## config.mk

```make
export PLATFORM = sky130hd
export DESIGN_NAME = membus_master
export DESIGN_NICKNAME = d
export VERILOG_FILES = /design/src/rtl/membus_pkg.sv /design/src/rtl/membus_master.sv
export SDC_FILE = /design/constraint.sdc
export NUM_CORES = 1
export LEC_CHECK = 0
export CAP_MARGIN = 40
export CORE_MARGIN = 8
export CORE_UTILIZATION = 43
export DETAILED_ROUTE_END_ITERATION = 16
export PLACE_DENSITY = 0.91
export REMOVE_ABC_BUFFERS = 1
export SYNTH_ARGS = -nofsm -noshare
export SYNTH_HDL_FRONTEND = slang
export SYNTH_SLANG_ARGS = --single-unit
```

## constraint.sdc

```tcl
create_clock -name i_clk -period 2.3 [get_ports i_clk]
set_input_delay 0.23 -clock i_clk [delete_from_list [all_inputs] [get_ports i_clk]]
set_output_delay 0.23 -clock i_clk [all_outputs]
set_load 0.05 [all_outputs]
```

## src/rtl/membus_pkg.sv

```systemverilog
// Shared definitions for the PDP-6 memory bus: widths, master FSM states and
// the cycle-type encoding also used by the memory responders.
package membus_pkg;

    localparam int unsigned ADDR_W = 18;
    localparam int unsigned DATA_W = 36;

    typedef enum logic [2:0] {
        IDLE    = 3'd0,
        RD      = 3'd1,
        WAIT_WR = 3'd2,
        WR      = 3'd3,
        DONE    = 3'd4
    } state_t;

    // Bit 0 = read phase, bit 1 = write phase.
    typedef enum logic [1:0] {
        CYC_NONE = 2'b00,
        CYC_RD   = 2'b01,
        CYC_WR   = 2'b10,
        CYC_RMW  = 2'b11
    } cyc_t;

    typedef struct packed {
        logic [ADDR_W-1:0] address;
        logic              read;
        logic              write;
        logic [DATA_W-1:0] writedata;
    } bus_cmd_t;

    function automatic cyc_t cyc_decode(input logic rd, input logic wr);
        return cyc_t'({wr, rd});
    endfunction

endpackage

```

## src/rtl/membus_master.sv

```systemverilog
// Memory-cycle initiator: turns the processor's level request / pulse handshake
// into address/read/write/waitrequest bus transactions, with NXM timeout.
module membus_master
    import membus_pkg::*;
#(
    parameter int unsigned TIMEOUT = 1024,
    parameter int unsigned CNT_W   = 11
) (
    input  logic              i_clk,
    input  logic              i_reset_n,
    input  logic              i_req,
    input  logic              i_rd,
    input  logic              i_wr,
    input  logic [ADDR_W-1:0] i_addr,
    input  logic [DATA_W-1:0] i_wdata,
    input  logic              i_wr_rs,
    output logic              o_addr_ack,
    output logic              o_rd_rs,
    output logic [DATA_W-1:0] o_rdata,
    output logic              o_done,
    output logic              o_nxm,
    output logic [ADDR_W-1:0] o_address,
    output logic              o_read,
    output logic              o_write,
    output logic [DATA_W-1:0] o_writedata,
    input  logic [DATA_W-1:0] i_readdata,
    input  logic              i_waitrequest
);

    // Abort fires on the stalled edge that would bring the count to TIMEOUT.
    localparam logic [CNT_W-1:0] TO_LAST = (TIMEOUT == 0) ? '0 : CNT_W'(TIMEOUT - 1);

    state_t            state_q, state_d;
    cyc_t              cyc_q, cyc_d;
    logic [CNT_W-1:0]  cnt_q, cnt_d;
    bus_cmd_t          cmd_q, cmd_d;
    logic [DATA_W-1:0] rdata_q, rdata_d;
    logic              addr_ack_q, addr_ack_d;
    logic              rd_rs_q, rd_rs_d;
    logic              done_q, done_d;
    logic              nxm_q, nxm_d;
    logic              timeout_hit;

    assign timeout_hit = (TIMEOUT != 0) && (cnt_q == TO_LAST);

    // State and registered outputs.
    always_ff @(posedge i_clk or negedge i_reset_n) begin
        if (!i_reset_n) begin
            state_q    <= IDLE;
            cyc_q      <= CYC_NONE;
            cnt_q      <= '0;
            cmd_q      <= '0;
            rdata_q    <= '0;
            addr_ack_q <= 1'b0;
            rd_rs_q    <= 1'b0;
            done_q     <= 1'b0;
            nxm_q      <= 1'b0;
        end else begin
            state_q    <= state_d;
            cyc_q      <= cyc_d;
            cnt_q      <= cnt_d;
            cmd_q      <= cmd_d;
            rdata_q    <= rdata_d;
            addr_ack_q <= addr_ack_d;
            rd_rs_q    <= rd_rs_d;
            done_q     <= done_d;
            nxm_q      <= nxm_d;
        end
    end

    // Next state; read/write commands default low and are re-asserted while stalled.
    always_comb begin
        state_d       = state_q;
        cyc_d         = cyc_q;
        cnt_d         = cnt_q;
        cmd_d         = cmd_q;
        cmd_d.read    = 1'b0;
        cmd_d.write   = 1'b0;
        rdata_d       = rdata_q;
        addr_ack_d    = 1'b0;
        rd_rs_d       = 1'b0;
        done_d        = 1'b0;
        nxm_d         = 1'b0;

        case (state_q)
            IDLE: begin
                if (i_req) begin
                    if (i_rd || i_wr) begin
                        cyc_d         = cyc_decode(i_rd, i_wr);
                        cmd_d.address = i_addr;
                        addr_ack_d    = 1'b1;
                        cnt_d         = '0;
                        if (i_rd) begin
                            state_d    = RD;
                            cmd_d.read = 1'b1;
                        end else begin
                            state_d         = WR;
                            cmd_d.write     = 1'b1;
                            cmd_d.writedata = i_wdata;
                        end
                    end else begin
                        state_d = DONE;
                        done_d  = 1'b1;
                    end
                end
            end

            RD: begin
                if (!i_waitrequest) begin
                    rdata_d = i_readdata;
                    rd_rs_d = 1'b1;
                    if (cyc_q == CYC_RMW) begin
                        state_d = WAIT_WR;
                    end else begin
                        state_d = DONE;
                        done_d  = 1'b1;
                    end
                end else if (timeout_hit) begin
                    state_d = DONE;
                    done_d  = 1'b1;
                    nxm_d   = 1'b1;
                end else begin
                    cmd_d.read = 1'b1;
                    cnt_d      = cnt_q + 1'b1;
                end
            end

            WAIT_WR: begin
                if (i_wr_rs) begin
                    state_d         = WR;
                    cmd_d.write     = 1'b1;
                    cmd_d.writedata = i_wdata;
                    cnt_d           = '0;
                end
            end

            WR: begin
                if (!i_waitrequest) begin
                    state_d = DONE;
                    done_d  = 1'b1;
                end else if (timeout_hit) begin
                    state_d = DONE;
                    done_d  = 1'b1;
                    nxm_d   = 1'b1;
                end else begin
                    cmd_d.write = 1'b1;
                    cnt_d       = cnt_q + 1'b1;
                end
            end

            DONE: begin
                if (!i_req) begin
                    state_d = IDLE;
                end
            end

            default: begin
                state_d = IDLE;
            end
        endcase
    end

    assign o_addr_ack  = addr_ack_q;
    assign o_rd_rs     = rd_rs_q;
    assign o_rdata     = rdata_q;
    assign o_done      = done_q;
    assign o_nxm       = nxm_q;
    assign o_address   = cmd_q.address;
    assign o_read      = cmd_q.read;
    assign o_write     = cmd_q.write;
    assign o_writedata = cmd_q.writedata;

endmodule
```

Word level (Yosys, flattened, before mapping)

Index checks and enable logic that the tools add are counted.

Register bits: 112
Word-level logic and storage cells: 77
Output and inout bits: 96
Bits of input ports: 97

$add $sub $neg: 1
Muxes and demuxes: 40
Equal/unequal tests: 13
Reduce and logical (&&, ||, !) cells: 10
Bitwise gates (word level): 1

Operators with widths:

| kind                                                   | number |
|---|---|
| two-way mux 38 bit                                     | 2 |
| two-way mux 37 bit                                     | 2 |
| case mux 36 bit (2 select lines)                       | 1 |
| two-way mux 11 bit                                     | 5 |
| case mux 11 bit (3 select lines)                       | 1 |
| two-way mux 3 bit                                      | 8 |
| two-way mux 1 bit                                      | 16 |
| case mux 3 bit (5 select lines)                        | 1 |
| != test 2 bit (second input constant)                  | 6 |
| adder 11 x 1 -> 11 bit (second input constant)         | 1 |
| equality test 11 x 10 -> 1 bit (second input constant) | 1 |
| equality test 3 x 2 -> 1 bit (second input constant)   | 2 |
| case mux 1 bit (3 select lines)                        | 2 |
| AND reduction 3 bit                                    | 2 |
| AND reduction 6 bit                                    | 1 |
| AND reduction 5 bit                                    | 1 |
| equality test 3 x 1 -> 1 bit (second input constant)   | 1 |
| equality test 3 bit (second input constant)            | 1 |
| zero test 3 bit                                        | 1 |
| nonzero test 3 bit                                     | 1 |
| equality test 2 bit (second input constant)            | 1 |
| two-way mux 2 bit                                      | 1 |
| != test 2 x 1 -> 1 bit (second input constant)         | 1 |
| case mux 1 bit (2 select lines)                        | 1 |
| 5 further kinds                                        | 5 |

Logic depth before layout (Yosys ltp)

Depth after elaboration: 4
Mapped depth: 6
Gate-level depth less buffers: 5

Worst setup path before layout

OpenSTA, ideal clock, no wires.

Path type: register to register
From: register state_q[0]
To: register cmd_q (netlist bit o_address[10])
Setup time: 0.127 ns
Data arrival time: 1.596 ns
Clock period less this slack: 1.723 ns
Stages on the path, launching flop included: 6
Path buffers: 2
Slack: 0.577 ns
Data required time: 2.173 ns
Cell sequence: dfrtp_1 > buf_2 > nand2b_4 > nor4_4 > buf_6 > mux2_1

Longest elaborated chain between the ends: 2

RTL lines:

| what                                 | RTL line            | RTL |
|---|---|---|
| start, declared                      | membus_master.sv:33 | `state_t state_q, state_d;` |
| start signal, assigned               | membus_master.sv:59 | `state_q <= state_d;` |
| zero test 3 bit                      | membus_master.sv:85 | `case (state_q)` |
| AND reduction 3 bit (no source line) | n/a                 |  |
| end signal, assigned                 | membus_master.sv:62 | `cmd_q <= cmd_d;` |
| end, declared                        | membus_master.sv:36 | `bus_cmd_t cmd_q, cmd_d;` |

No other way between the ends.
A chain may end at the register's enable or synchronous reset.

Worst setup path after layout

From: register cnt_q[0]
To: register cnt_q[9]

Longest elaborated chain between the ends: 4
Elaborated cells on any way between the ends: 7
Those cells by class: add/sub (1); eq/ne (2); mux (3); reduce/logical (1)

RTL lines:

| what                             | RTL line                                   | RTL |
|---|---|---|
| start, declared                  | membus_master.sv:35                        | `logic [CNT_W-1:0] cnt_q, cnt_d;` |
| start signal, assigned           | membus_master.sv:61                        | `cnt_q <= cnt_d;` |
| adder 11 x 1 -> 11 bit           | membus_master.sv:124, membus_master.sv:147 |  |
| two-way mux 11 bit               | membus_master.sv:118, membus_master.sv:141 |  |
| two-way mux 11 bit               | membus_master.sv:109                       | `if (!i_waitrequest) begin` |
| case mux 11 bit (3 select lines) | membus_master.sv:85                        |  |

Parallel ways exist; a longest one is shown, timed or not. The select of a mux whose other input is x is not followed.

==> metrics.txt <==
outcome=finished clean; Post-Synthesis Cells=around 310; period utilization=84.31%; hold slack=394.4 ps; die height=120.9 um; register area share after synthesis=59.27%; syn_area_per_cell=15.11 sq um; crit path max fanout=6; share of the synthesized area in the top cell type=59.27%; First DRT Iteration DRCs=261; layout net count=611; vias per inst=5.109; Port-buffer cells=roughly 190; CP startpoint kind=flip-flop; Detail Route Antenna Nets=0; CTS tree=done; Inserted Diodes=0; Detailed Routing Iterations Pass 1=4; Final setup viols=0; RePlAce Congestion=0.9027; Rows=38; Post-synth EDFFs=0; Critical Path RT=2550 ps; Worst-Skew Late Latency=370 ps; HPWL after detailed placement=9633 um; top cells by area, synth=dfrtp_1 (59%), mux2_2 (12%), mux2_4 (9.2%); CTS sink cnt=112; LEAKAGE=2.978 nW; CP cell instances=ha_1, nand4_1, nor4_2, nor4_1, mux2i_1; WL final=roughly 12000 um; r2r worst-path depth=5; clock buffer count from CTS=9; clock transition at the registers of the reported paths=approximately 100 ps; Seq pwr share=29.4%; Worst slew margin=55.42%; post-CTS resize count=0; # IOs=193; Mapped Area=4728 sq um; asr flop ratio synth=between 90% and 100%; starting density of the core=43.81%; Synth Area in XOR/XNOR=0%; clock power share=roughly a tenth; PD cells=roughly 1600 nW/um^2; Setup TNS Final=0 ps; Crit Path Category=reg2reg; detailed-route via count=3362; Tot GR Track Use=17.00%; Bufs on Longest Clock Path=2; leading area contributor after synthesis=dfrtp_1; flops & latches, synth=around 110; Final Hold Viols=0; Slew Limit Fails=0; Yosys Warn Count=0; hold buffer count at cts=1; largest family of logic cells by synthesized area=multiplexers; count leader, synth=dfrtp_1; global-route wire length before repair=19640 um; GR Overflow Total=0; RSZ-0062 raised after global routing=no; root buffer cell=clkbuf_8; Setup WS pre-CTS=136.5 ps; worst-case clock skew=11.31 ps; core footprint=~11000 sq um; Max stage delay on crit path=620 ps; vias in the first global route=~3600; DIE AREA=14610 sq um; Worst Hold Class=in2async; H-Tree Depth=3; Psw=5.503 mW; CP max stage cell=nor4_2; Worst VDD drop=1.032 mV; final worst slack=roughly 360 ps; Yosys cell types=44; crit path time final=just under 2000 ps; Area Overhead vs Synth=48.90%; Fmax=515.7 MHz; Int Pwr=6.100 mW; Main synth FF type=dfrtp_1; Logic pwr share=60.0%; CP endpoint kind=flip-flop; share of cells above drive strength 1=roughly 23%; Final Cell Area=approximately 7000 sq um; arrival time worst endpoint=2190 ps; mux cell area share after synthesis=25.91%; Synth Area in Adders=0.2646%; top post-synthesis cells by count=dfrtp_1 (112), mux2_2 (52), mux2_4 (29); placed cell areas=around 6800 sq um; Least-Margin Pin Slew=663.3 ps; DR WL/cell=18.89 um; MaxCap Viol Count=0; filler instances=between 700 and 800; die width=120.9 um; initial antenna violation count=0; Compound-Gate Fraction of Synth Area=4.790%; DRC errors left=0; Sw Ratio=between 40% and 50%; area share of and/or/nand/nor cells after synthesis=under 10%; total power=between 10 and 15 mW; setup repair bufs after CTS=0; largest net degree at the start of global routing=46
## cells by family (layout without fill, tap and decap cells)
family	count (synthesis)	count (layout)
flip-flops	112	112
AO/OA/AOI/OAI	32	32
adder cells (fa/ha/maj)	1	1
buffers and inverters	19	224
AND/OR/NAND/NOR	49	49
multiplexers	100	100
## final timing paths
| kind | start | endpoint | slack, ps |
|---|---|---|---|
| min | i_reset_n | o_rdata[2]$_DFFE_PN0P_ | 390 |
| max reg2reg | cnt_q[0]$_DFFE_PN0P_ | cnt_q[9]$_DFFE_PN0P_ | 360 |
| max | cnt_q[0]$_DFFE_PN0P_ | cnt_q[9]$_DFFE_PN0P_ | 360 |
| min in group i_clk | i_addr[15] | o_address[15]$_DFFE_PN0P_ | 440 |
| min reg2reg | o_address[15]$_DFFE_PN0P_ | o_address[15]$_DFFE_PN0P_ | 500 |
| max in group asynchronous | i_reset_n | o_writedata[6]$_DFFE_PN0P_ | 1150 |
## final cells by class
| type | count | area [sq um] | area share (%) |
|---|---|---|---|
| inverters | 5 | 18.77 | 0.2666 |
| repair buffers | 203 | 2042 | 29.00 |
| clock buffers | 10 | 137.6 | 1.955 |
| multi-input cells | 182 | 1789 | 25.41 |
| flip-flops and latches | 112 | 2803 | 39.81 |
| clock inverters | 6 | 75.07 | 1.066 |
| well taps | 140 | 175.2 | 2.488 |
## power by group through the flow
stage,clock network [mW],logic (mW),registers [mW]
3_3_place_gp,0,6.87,3.39
4_1_cts,1.27,7.03,3.42
2_1_floorplan,0,1.57,6.36
3_5_place_dp,0,7.01,3.46
5_1_grt,1.34,7.23,3.53
6_report,1.23,6.96,3.41
## cell usage in the layout (no fill, tap or decap), drive strengths merged, types with 8 or more instances in the layout
cell,netlist,final
o21bai,8,8
clkdlybuf4s50,0,191
mux2,92,92
nor4,9,9
clkbuf,1,10
o21ai,11,11
buf,13,11
mux2i,8,8
dfrtp,112,112
## flip-flops by register name, indices dropped and copies added (netlist names)
name / flops
cnt_q: 11
cyc_q: 2
o_addr_ack: 1
o_address: 18
o_done: 1
o_nxm: 1
o_rd_rs: 1
o_rdata: 36
o_read: 1
o_write: 1
o_writedata: 36
state_q: 3
## metrics by stage
stage                     cells  util (%)
after floorplan             299         -
after global placement      641     63.17
after detailed placement    641     63.17
after CTS                   658     65.23
after global routing        658     65.23
final                       658     65.23
## metal layers
| metal | track usage, % | part of all wire (%) |
|---|---|---|
| met1 | 20.21 | 40 |
| met2 | 28.60 | 49 |
| met3 | 5.770 | 9.2 |
| met5 | 0 | 0 |
| met4 | 4.918 | 1.3 |
## worst max-delay path: cells and delay by family (launching register included)
family	cells	cell delay (ps)
adder cells (fa/ha/maj)	1	280
flip-flops	1	410
multiplexers	1	150
AND/OR/NAND/NOR	3	990
(Power assumes the default switching activity.)
